==> src/rtl/lvds_pkg.sv <==
// ---------------------------------------------------------------------------
// lvds_pkg
// Shared definitions for the LVDS lane alignment controller:
//   - align_state_e       : alignment FSM state encoding (also the debug view)
//   - CLK_PATTERN_DEFAULT : training word every lane presents when aligned
//   - PIXEL_BITS          : width of one pixel lane word
// ---------------------------------------------------------------------------
package lvds_pkg;

    localparam int PIXEL_BITS = 7;

    localparam logic [PIXEL_BITS-1:0] CLK_PATTERN_DEFAULT = 7'b110_0011;

    typedef enum logic [2:0] {
        ST_IDLE   = 3'd0,
        ST_SELECT = 3'd1,
        ST_SETTLE = 3'd2,
        ST_CHECK  = 3'd3,
        ST_SLIP   = 3'd4,
        ST_NEXT   = 3'd5,
        ST_DONE   = 3'd6
    } align_state_e;

endpackage

==> src/rtl/lvds_lane_mux.sv <==
// ---------------------------------------------------------------------------
// lvds_lane_mux
// Combinational selector returning the pixel word of the lane being serviced.
// Ports:
//   lane_data  in  7*NUM_LANES  packed lane words, lane k at [7k+6:7k]
//   sel        in  3            lane index
//   word       out 7            lane_data word of lane 'sel' (0 if out of range)
// ---------------------------------------------------------------------------
module lvds_lane_mux
    import lvds_pkg::*;
#(
    parameter int NUM_LANES = 4
) (
    input  logic [PIXEL_BITS*NUM_LANES-1:0] lane_data,
    input  logic [2:0]                      sel,
    output logic [PIXEL_BITS-1:0]           word
);

    always_comb begin
        word = '0;
        for (int i = 0; i < NUM_LANES; i++) begin
            if (sel == 3'(i)) begin
                word = lane_data[PIXEL_BITS*i +: PIXEL_BITS];
            end
        end
    end

endmodule

==> src/rtl/lvds_align_ctrl.sv <==
// ---------------------------------------------------------------------------
// lvds_align_ctrl
// Sequential word-alignment controller for NUM_LANES LVDS pixel lanes. Each
// lane is visited in turn: wait for the gearbox to settle, compare against
// the training word, slip the gearbox by one bit on a mismatch, and declare
// the lane aligned after MATCH_COUNT consecutive matches. A lane that still
// mismatches after MAX_SLIPS slips is marked failed (align_error).
//
// Handshake/level semantics: rx_ready_i is a level; dropping it (or a one
// cycle restart pulse) aborts any in-progress alignment on the next edge and
// returns to IDLE. lane_slip is a single-cycle pulse per requested bit slip.
//
// Ports:
//   px_clk        in   pixel clock (rising edge)
//   px_reset      in   asynchronous, active-high reset
//   rx_ready_i    in   RX running (already synchronous to px_clk)
//   restart       in   one-cycle realign request
//   lane_data     in   7*NUM_LANES pixel words
//   lane_slip     out  one-hot slip pulse for the serviced lane
//   lane_aligned  out  per-lane aligned flags
//   cur_lane      out  lane currently serviced
//   align_done    out  all lanes visited
//   align_error   out  sticky: some lane ran out of slips
//   state_dbg     out  FSM state (align_state_e encoding)
// ---------------------------------------------------------------------------
module lvds_align_ctrl
    import lvds_pkg::*;
#(
    parameter int                    NUM_LANES     = 4,
    parameter logic [PIXEL_BITS-1:0] CLK_PATTERN   = CLK_PATTERN_DEFAULT,
    parameter int                    MATCH_COUNT   = 8,
    parameter int                    SETTLE_CYCLES = 6,
    parameter int                    MAX_SLIPS     = 14
) (
    input  logic                            px_clk,
    input  logic                            px_reset,
    input  logic                            rx_ready_i,
    input  logic                            restart,
    input  logic [PIXEL_BITS*NUM_LANES-1:0] lane_data,
    output logic [NUM_LANES-1:0]            lane_slip,
    output logic [NUM_LANES-1:0]            lane_aligned,
    output logic [2:0]                      cur_lane,
    output logic                            align_done,
    output logic                            align_error,
    output logic [2:0]                      state_dbg
);

    localparam int MW = $clog2(MATCH_COUNT + 1);
    localparam int SW = $clog2(MAX_SLIPS + 1);
    localparam int TW = $clog2(SETTLE_CYCLES + 1);

    localparam logic [MW-1:0] MATCH_LAST  = MW'(MATCH_COUNT - 1);
    localparam logic [MW-1:0] MATCH_MAX   = MW'(MATCH_COUNT);
    localparam logic [SW-1:0] SLIP_MAX    = SW'(MAX_SLIPS);
    localparam logic [TW-1:0] SETTLE_LAST = TW'(SETTLE_CYCLES - 1);
    localparam logic [2:0]    LAST_LANE   = 3'(NUM_LANES - 1);

    align_state_e          state_q, state_d;
    logic [2:0]            cur_lane_q, cur_lane_d;
    logic [MW-1:0]         match_cnt_q, match_cnt_d;
    logic [SW-1:0]         slip_cnt_q, slip_cnt_d;
    logic [TW-1:0]         settle_cnt_q, settle_cnt_d;
    logic [NUM_LANES-1:0]  lane_aligned_q, lane_aligned_d;
    logic [NUM_LANES-1:0]  lane_slip_q, lane_slip_d;
    logic                  align_done_q, align_done_d;
    logic                  align_error_q, align_error_d;

    logic [PIXEL_BITS-1:0] cur_word;
    logic                  abort;

    lvds_lane_mux #(
        .NUM_LANES (NUM_LANES)
    ) u_lane_mux (
        .lane_data (lane_data),
        .sel       (cur_lane_q),
        .word      (cur_word)
    );

    // Restart is treated exactly like a one-cycle loss of rx_ready.
    assign abort = !rx_ready_i || restart;

    always_comb begin
        state_d        = state_q;
        cur_lane_d     = cur_lane_q;
        match_cnt_d    = match_cnt_q;
        slip_cnt_d     = slip_cnt_q;
        settle_cnt_d   = settle_cnt_q;
        lane_aligned_d = lane_aligned_q;
        align_error_d  = align_error_q;
        lane_slip_d    = '0;
        align_done_d   = 1'b0;

        case (state_q)
            ST_IDLE: begin
                if (!abort) begin
                    lane_aligned_d = '0;
                    align_error_d  = 1'b0;
                    cur_lane_d     = '0;
                    state_d        = ST_SELECT;
                end
            end
            ST_SELECT: begin
                match_cnt_d  = '0;
                slip_cnt_d   = '0;
                settle_cnt_d = '0;
                state_d      = ST_SETTLE;
            end
            ST_SETTLE: begin
                if (settle_cnt_q >= SETTLE_LAST) begin
                    state_d = ST_CHECK;
                end else begin
                    settle_cnt_d = settle_cnt_q + TW'(1);
                end
            end
            ST_CHECK: begin
                if (cur_word == CLK_PATTERN) begin
                    if (match_cnt_q < MATCH_MAX) begin
                        match_cnt_d = match_cnt_q + MW'(1);
                    end
                    // match_cnt_q still holds the previous count, so this is
                    // the MATCH_COUNT-th consecutive match.
                    if (match_cnt_q >= MATCH_LAST) begin
                        for (int i = 0; i < NUM_LANES; i++) begin
                            if (cur_lane_q == 3'(i)) begin
                                lane_aligned_d[i] = 1'b1;
                            end
                        end
                        state_d = ST_NEXT;
                    end
                end else begin
                    match_cnt_d = '0;
                    if (slip_cnt_q < SLIP_MAX) begin
                        state_d = ST_SLIP;
                    end else begin
                        align_error_d = 1'b1;
                        state_d       = ST_NEXT;
                    end
                end
            end
            ST_SLIP: begin
                if (slip_cnt_q < SLIP_MAX) begin
                    slip_cnt_d = slip_cnt_q + SW'(1);
                end
                settle_cnt_d = '0;
                state_d      = ST_SETTLE;
            end
            ST_NEXT: begin
                if (cur_lane_q == LAST_LANE) begin
                    state_d = ST_DONE;
                end else begin
                    cur_lane_d = cur_lane_q + 3'd1;
                    state_d    = ST_SELECT;
                end
            end
            ST_DONE: begin
                state_d = ST_DONE;
            end
            default: begin
                state_d = ST_IDLE;
            end
        endcase

        // Abort overrides everything decided above, including an aligned
        // flag or error that would have been set this same cycle.
        if (state_q != ST_IDLE && abort) begin
            state_d        = ST_IDLE;
            lane_aligned_d = '0;
            align_error_d  = align_error_q;
        end

        // Outputs are registered against the next state so that lane_slip
        // and align_done are flop outputs coincident with SLIP/DONE.
        for (int i = 0; i < NUM_LANES; i++) begin
            lane_slip_d[i] = (state_d == ST_SLIP) && (cur_lane_d == 3'(i));
        end
        align_done_d = (state_d == ST_DONE);
    end

    always_ff @(posedge px_clk or posedge px_reset) begin
        if (px_reset) begin
            state_q        <= ST_IDLE;
            cur_lane_q     <= '0;
            match_cnt_q    <= '0;
            slip_cnt_q     <= '0;
            settle_cnt_q   <= '0;
            lane_aligned_q <= '0;
            lane_slip_q    <= '0;
            align_done_q   <= 1'b0;
            align_error_q  <= 1'b0;
        end else begin
            state_q        <= state_d;
            cur_lane_q     <= cur_lane_d;
            match_cnt_q    <= match_cnt_d;
            slip_cnt_q     <= slip_cnt_d;
            settle_cnt_q   <= settle_cnt_d;
            lane_aligned_q <= lane_aligned_d;
            lane_slip_q    <= lane_slip_d;
            align_done_q   <= align_done_d;
            align_error_q  <= align_error_d;
        end
    end

    assign lane_slip    = lane_slip_q;
    assign lane_aligned = lane_aligned_q;
    assign cur_lane     = cur_lane_q;
    assign align_done   = align_done_q;
    assign align_error  = align_error_q;
    assign state_dbg    = state_q;

endmodule
==> config.mk <==
export PLATFORM = sky130hd
export DESIGN_NAME = lvds_align_ctrl
export DESIGN_NICKNAME = d
export VERILOG_FILES = /design/src/rtl/lvds_pkg.sv /design/src/rtl/lvds_lane_mux.sv /design/src/rtl/lvds_align_ctrl.sv
export SDC_FILE = /design/constraint.sdc
export NUM_CORES = 1
export LEC_CHECK = 0
export CORE_ASPECT_RATIO = 0.7
export CORE_MARGIN = 1
export CORE_UTILIZATION = 40
export CTS_BUF_LIST = sky130_fd_sc_hd__clkbuf_4
export DETAILED_ROUTE_END_ITERATION = 7
export GPL_ROUTABILITY_DRIVEN = 0
export GPL_TIMING_DRIVEN = 1
export HOLD_SLACK_MARGIN = 0.08
export PLACE_DENSITY = 0.68
export SLEW_MARGIN = 20
export SYNTH_ARGS = -nofsm -noshare
export SYNTH_HDL_FRONTEND = slang
export SYNTH_HIERARCHICAL = 1
export SYNTH_SLANG_ARGS = --single-unit
==> constraint.sdc <==
create_clock -name px_clk -period 2.5 [get_ports px_clk]
set_clock_uncertainty 0.2 [all_clocks]
set_input_delay 0.5 -clock px_clk [delete_from_list [all_inputs] [get_ports px_clk]]
set_output_delay 0.5 -clock px_clk [all_outputs]
set_load 0.02 [all_outputs]
Yosys cells after proc, flatten, opt, wreduce, memory -nomap -nowiden. Cells that the tools add are included.

Flip-flop bits (word level): 27. Output and inout bits: 16. Logic and storage cells: 109.

Mux-type cells: 35. Bitwise operators: 1. Equality and inequality tests: 28. Reduce and logical (&&, ||, !) cells: 25. Magnitude comparators: 4. Add/sub/neg operators: 4.

Operators by type and width (count): $mux W4 (7); $mux W7 (4); $mux W3 (9); $reduce_and A5 Y1 (5); $ne A3 B3 Y1 const B (8); $pmux W4 S2 (3); $eq A3 B2 Y1 const B (6); $pmux W3 S6 (1); $eq A3 B3 Y1 const B (5); $pmux W3 S2 (2); $ne A2 B2 Y1 const B (5); $eq A3 B1 Y1 const B (3); $logic_not A3 Y1 (3); $add A4 B1 Y4 const B (2); $lt A4 B4 Y1 const B (2); $mux W1 (8); $reduce_bool A2 Y1 (4); $eq A7 B7 Y1 const B (1); $add A3 B1 Y3 const B (2); $reduce_and A2 Y1 (3); $reduce_bool A3 Y1 (2); $logic_and A1 B1 Y1 (5); $ge A4 B3 Y1 const B (1); $ge A3 B3 Y1 const B (1); other kinds (5) (5).

Longest topological paths before layout.
Depth after elaboration: 11. Mapped depth: 9. Depth with buffers taken out: 7.

By module. The synthesis kept the hierarchy.

By module, submodules not included: lvds_align_ctrl (area an instance 1532.7 um^2, times used 1, cells an instance 164, seq. area each 675.6 um^2); lvds_lane_mux (area an instance 231.5 um^2, times used 1, cells an instance 26, seq. area each 0.0 um^2).

Worst setup path before layout. OpenSTA, ideal clock, no wires.

Kind: reg2reg. From: register cur_lane_q[1] (netlist: cur_lane[1]). To: register lane_aligned_q[0] (netlist: lane_aligned[0]). Clock period less this slack: 2.435 ns. Path slack: 0.065 ns. Library setup time: 0.066 ns. Cell stages (with the launch flop): 9. Path buffers: 2. Arrival: 2.169 ns. Data required time: 2.234 ns. Path through: dfrtp_1 > buf_6 > buf_12 > mux2i_1 > o22ai_1 > nand4bb_1 > or3_1 > nor4_2 > a22o_1.

Longest elaborated chain between the ends: 8. Elaborated cells on any way between the ends: 12.

RTL lines: start, declared (RTL line lvds_align_ctrl.sv:59) `logic [2:0] cur_lane_q, cur_lane_d;`; start signal, assigned (RTL line lvds_align_ctrl.sv:192) `cur_lane_q <= cur_lane_d;`; $logic_not A3 Y1 (RTL line lvds_lane_mux.sv:22) `if (sel == 3'(i)) begin`; $mux W7 (3 in a row) (RTL line lvds_lane_mux.sv:22); $mux W7 (*) (RTL line lvds_lane_mux.sv:22); via cur_word[4] (RTL line lvds_align_ctrl.sv:68) `logic [PIXEL_BITS-1:0] cur_word;`; $eq A7 B7 Y1 (*) (RTL line lvds_align_ctrl.sv:116) `if (cur_word == CLK_PATTERN) begin`; $ne A3 B3 Y1 (no line) (*); $reduce_and A5 Y1 (no line) (*); end signal, assigned (RTL line lvds_align_ctrl.sv:196) `lane_aligned_q <= lane_aligned_d;`; end, declared (RTL line lvds_align_ctrl.sv:63) `logic [NUM_LANES-1:0] lane_aligned_q, lane_aligned_d;`.

The timed path passes the listed nets; every way through them passes the cells marked *. A chain may end at the register's enable or synchronous reset.

Worst setup path after layout.
From: register state_q[1] (netlist: state_dbg[1]). To: output port state_dbg[1].

RTL lines: start, declared (RTL line lvds_align_ctrl.sv:58) `align_state_e state_q, state_d;`; start signal, assigned (RTL line lvds_align_ctrl.sv:191) `state_q <= state_d;`; end, declared (RTL line lvds_align_ctrl.sv:45) `output logic [2:0] state_dbg`.

No word-level cell between the ends.

==> impl_metrics.toml <==
[run_status]
status = "completed"

[cells_and_area]
fillers = 361
drive_gt1_frac = 0.102
multi_input_area_um2 = 1020
utilization = 0.588
seq_area_um2 = 676
n_antenna_cell = 0
final-instance-count-excl-fill = 298
finalNetCount = 287
area_delta_synth_final_pct = 35.5

[clock_tree]
postCtsResizedCells = 0
post-cts-setup-buffers = 0
clock-sinks = 27
cts.path.max_buffers = 2
htree_levels = 1
cts_made_buffers = 3
root_buffer = "clkbuf_4"
clkLatencyLatePin_ns = 0.33
path_clk_slew_ns = 0.15
cts_hold_buf = 0
cts_tree = "yes"

[sta]
fin_crit_ns = 2.41
fmax_mhz = 414
fin_ws_ns = 0.0871
hold_ws_ns = 0.299
drv_slew = 0
tightestPinTransition_ns = 0.518
hold_viol_final = 0
maxSlewHeadroom = 0.655
setup_viol = 0
rsz0062_at_grt = "true"
timing.final.crit_share = 0.965

[pwr]
leakagePower_nw = 0.974
design_power_total_mw = 1.79
cellPowerDensity_nw_per_um2 = 749
vdd_drop_max_mv = 0.521

[setup_path]
end_kind = "output pin"
critPathLaunchType = "flop"
crit_path_top_delay_cell = "clkdlybuf4s50_1"
critical_path_class = "flop to output pin"
reg2reg_from = "cur_lane[1]"
critPathLaunch = "state_dbg[1]"
crit_family = "buffers and inverters"
crit_chain = "clkdlybuf4s50_1"
slowest_delay_ns = 0.70
cp.arrival_ns = 1.71
critPathMaxFanout = 16
cp.required_ns = 1.80
worst-path-buf-inv = 1

[route]
via_per_inst = 5.33
num_vias = 1587
drc_errors = 0
antenna_left = 0
wl_per_cell_um = 14.8
drtPass1Iterations = 5
first_iter_violations = 112
drt_wl_total_mm = 4.41

[synth]
synth_top_area_cell = "dfrtp_1"
syn_area_per_cell_um2 = 9.29
ys_seq_area_frac = 0.383
synthCells = 190
synthAdderAreaFrac = 0.0567
synth_most_common_cell = "dfrtp_1"
ys_ff_latch = 27
synth_top_family_by_area = "simple AND/OR/NAND/NOR gates"
synth.area.top_cells = "dfrtp_1 (38%), mux2i_1 (7.9%), ha_1 (5.7%)"
ys_async_sr_fraction = 1.00
ys.warnings.count = 6
syn-num-nets = 230
syn-cell-area_um2 = 1760
synth_edf_count = 0
synthMuxAreaShare = 0.0858
synth-main-ff-cell = "dfrtp_1"
synthXorXnorAreaFrac = 0.00993
synth_compound_area_frac = 0.206
synthTopCellsByCount = "dfrtp_1 (27), nand2_1 (21), mux2i_1 (14)"
netlist.area_leader.share = 0.383
yosys.area_share.simple = 0.209
synth_cell_types = 48

[global_route]
grtUsageTotal = 0.204
met2_usage = 0.277
grtUsageMet1 = 0.333
grt_busiest_layer = "met1"
grt.overflow.total = 0
grt_pass1_vias = 1466
grt_pass1_wl_mm = 7.25
grt_max_degree = 28
antenna_found_initial = 0
grt_util_met3 = 0.0432

[floorplanning]
start_util = 0.434
die_h_um = 57.6
core_um2 = 4070
io_pins = 48
die_w_um = 81.4
rows = 19
die_area_um2 = 4680

[placement]
portBuffers = 47
hpwl_mm = 3.34
dp_slack_ns = -0.137
dp.cells = 294

[run]
drv_cap = 0

[worst_hold_path]
hp-start = "lane_aligned[3]"
hold_path_class = "flop to flop"
stage by stage:
step | TNS, ns | cell area (µm²)
2_1_floorplan | 0 | 1760
5_1_grt | -0.0220 | 2390
3_5_place_dp | -0.789 | 2340
3_3_place_gp | -0.699 | 2340
4_1_cts | 0 | 2370
6_report | 0 | 2390
placed cells by master, fill, tap and decap left out, types with 8 or more instances in the layout:
| cell | Yosys | routed |
|---|---|---|
| clkdlybuf4s50_1 | 0 | 47 |
| dfrtp_1 | 27 | 27 |
| nand2_1 | 21 | 21 |
| mux2i_1 | 14 | 14 |
| nor2_1 | 11 | 11 |
| buf_4 | 2 | 11 |
| a21oi_1 | 10 | 10 |
| o21ai_0 | 10 | 10 |
| nor3_1 | 8 | 8 |
| ha_1 | 8 | 8 |
layout make-up:
type,count,area share
Sequential cell,27,0.283
Inverter,8,0.0126
Multi-Input combinational cell,148,0.425
Clock buffer,4,0.0126
Tap cell,52,0.0272
Timing Repair Buffer,59,0.240
report_power, final:
part           switching (mW)  internal [mW]
clock                   0.128         0.0734
sequential              0.144          0.523
combinational           0.503          0.418
logic make-up (layout without fill, tap and decap cells):
| kind of cell | count (synthesis) | in the layout |
|---|---|---|
| DFF | 27 | 27 |
| xor gates and xnor gates | 2 | 2 |
| AOI/OAI and AO/OA | 54 | 54 |
| muxes | 15 | 15 |
| adders and majority gates | 8 | 8 |
| and+or+nand+nor | 69 | 69 |
| buffers and inverters | 15 | 71 |
metal layers:
metal / wire, µm / vias up
met5: 0 / -
li1: - / 818
met4: 16 / 0
met3: 167 / 2
met1: 2560 / 741
met2: 1660 / 26
sequential cells by signal, indices dropped and copies added (netlist names):
name	count
lane_slip	4
slip_cnt_q	4
match_cnt_q	4
align_error	1
settle_cnt_q	3
cur_lane	3
state_dbg	3
lane_aligned	4
align_done	1
worst register-to-register path, delay by kind of cell, from the launching register on:
kind / cells / cell delay (ns)
flops: 1 / 0.42
simple gates: 4 / 0.94
buf+inv: 1 / 0.18
compound gates: 2 / 0.35
mux: 1 / 0.21
path summary, 6_finish.rpt:
path	to	slack [ns]	depth (start not counted)
worst max register to register	lane_slip[0]	0.10	8
worst max-delay path	state_dbg[1]	0.09	1
min in group asynchronous	lane_aligned[1]	0.31	3
max in group asynchronous	state_dbg[1]	1.52	3
worst min register to register	lane_aligned[3]	0.30	2
worst min-delay path	lane_aligned[3]	0.30	2
No activity file was read; power rests on OpenSTA's default activity.
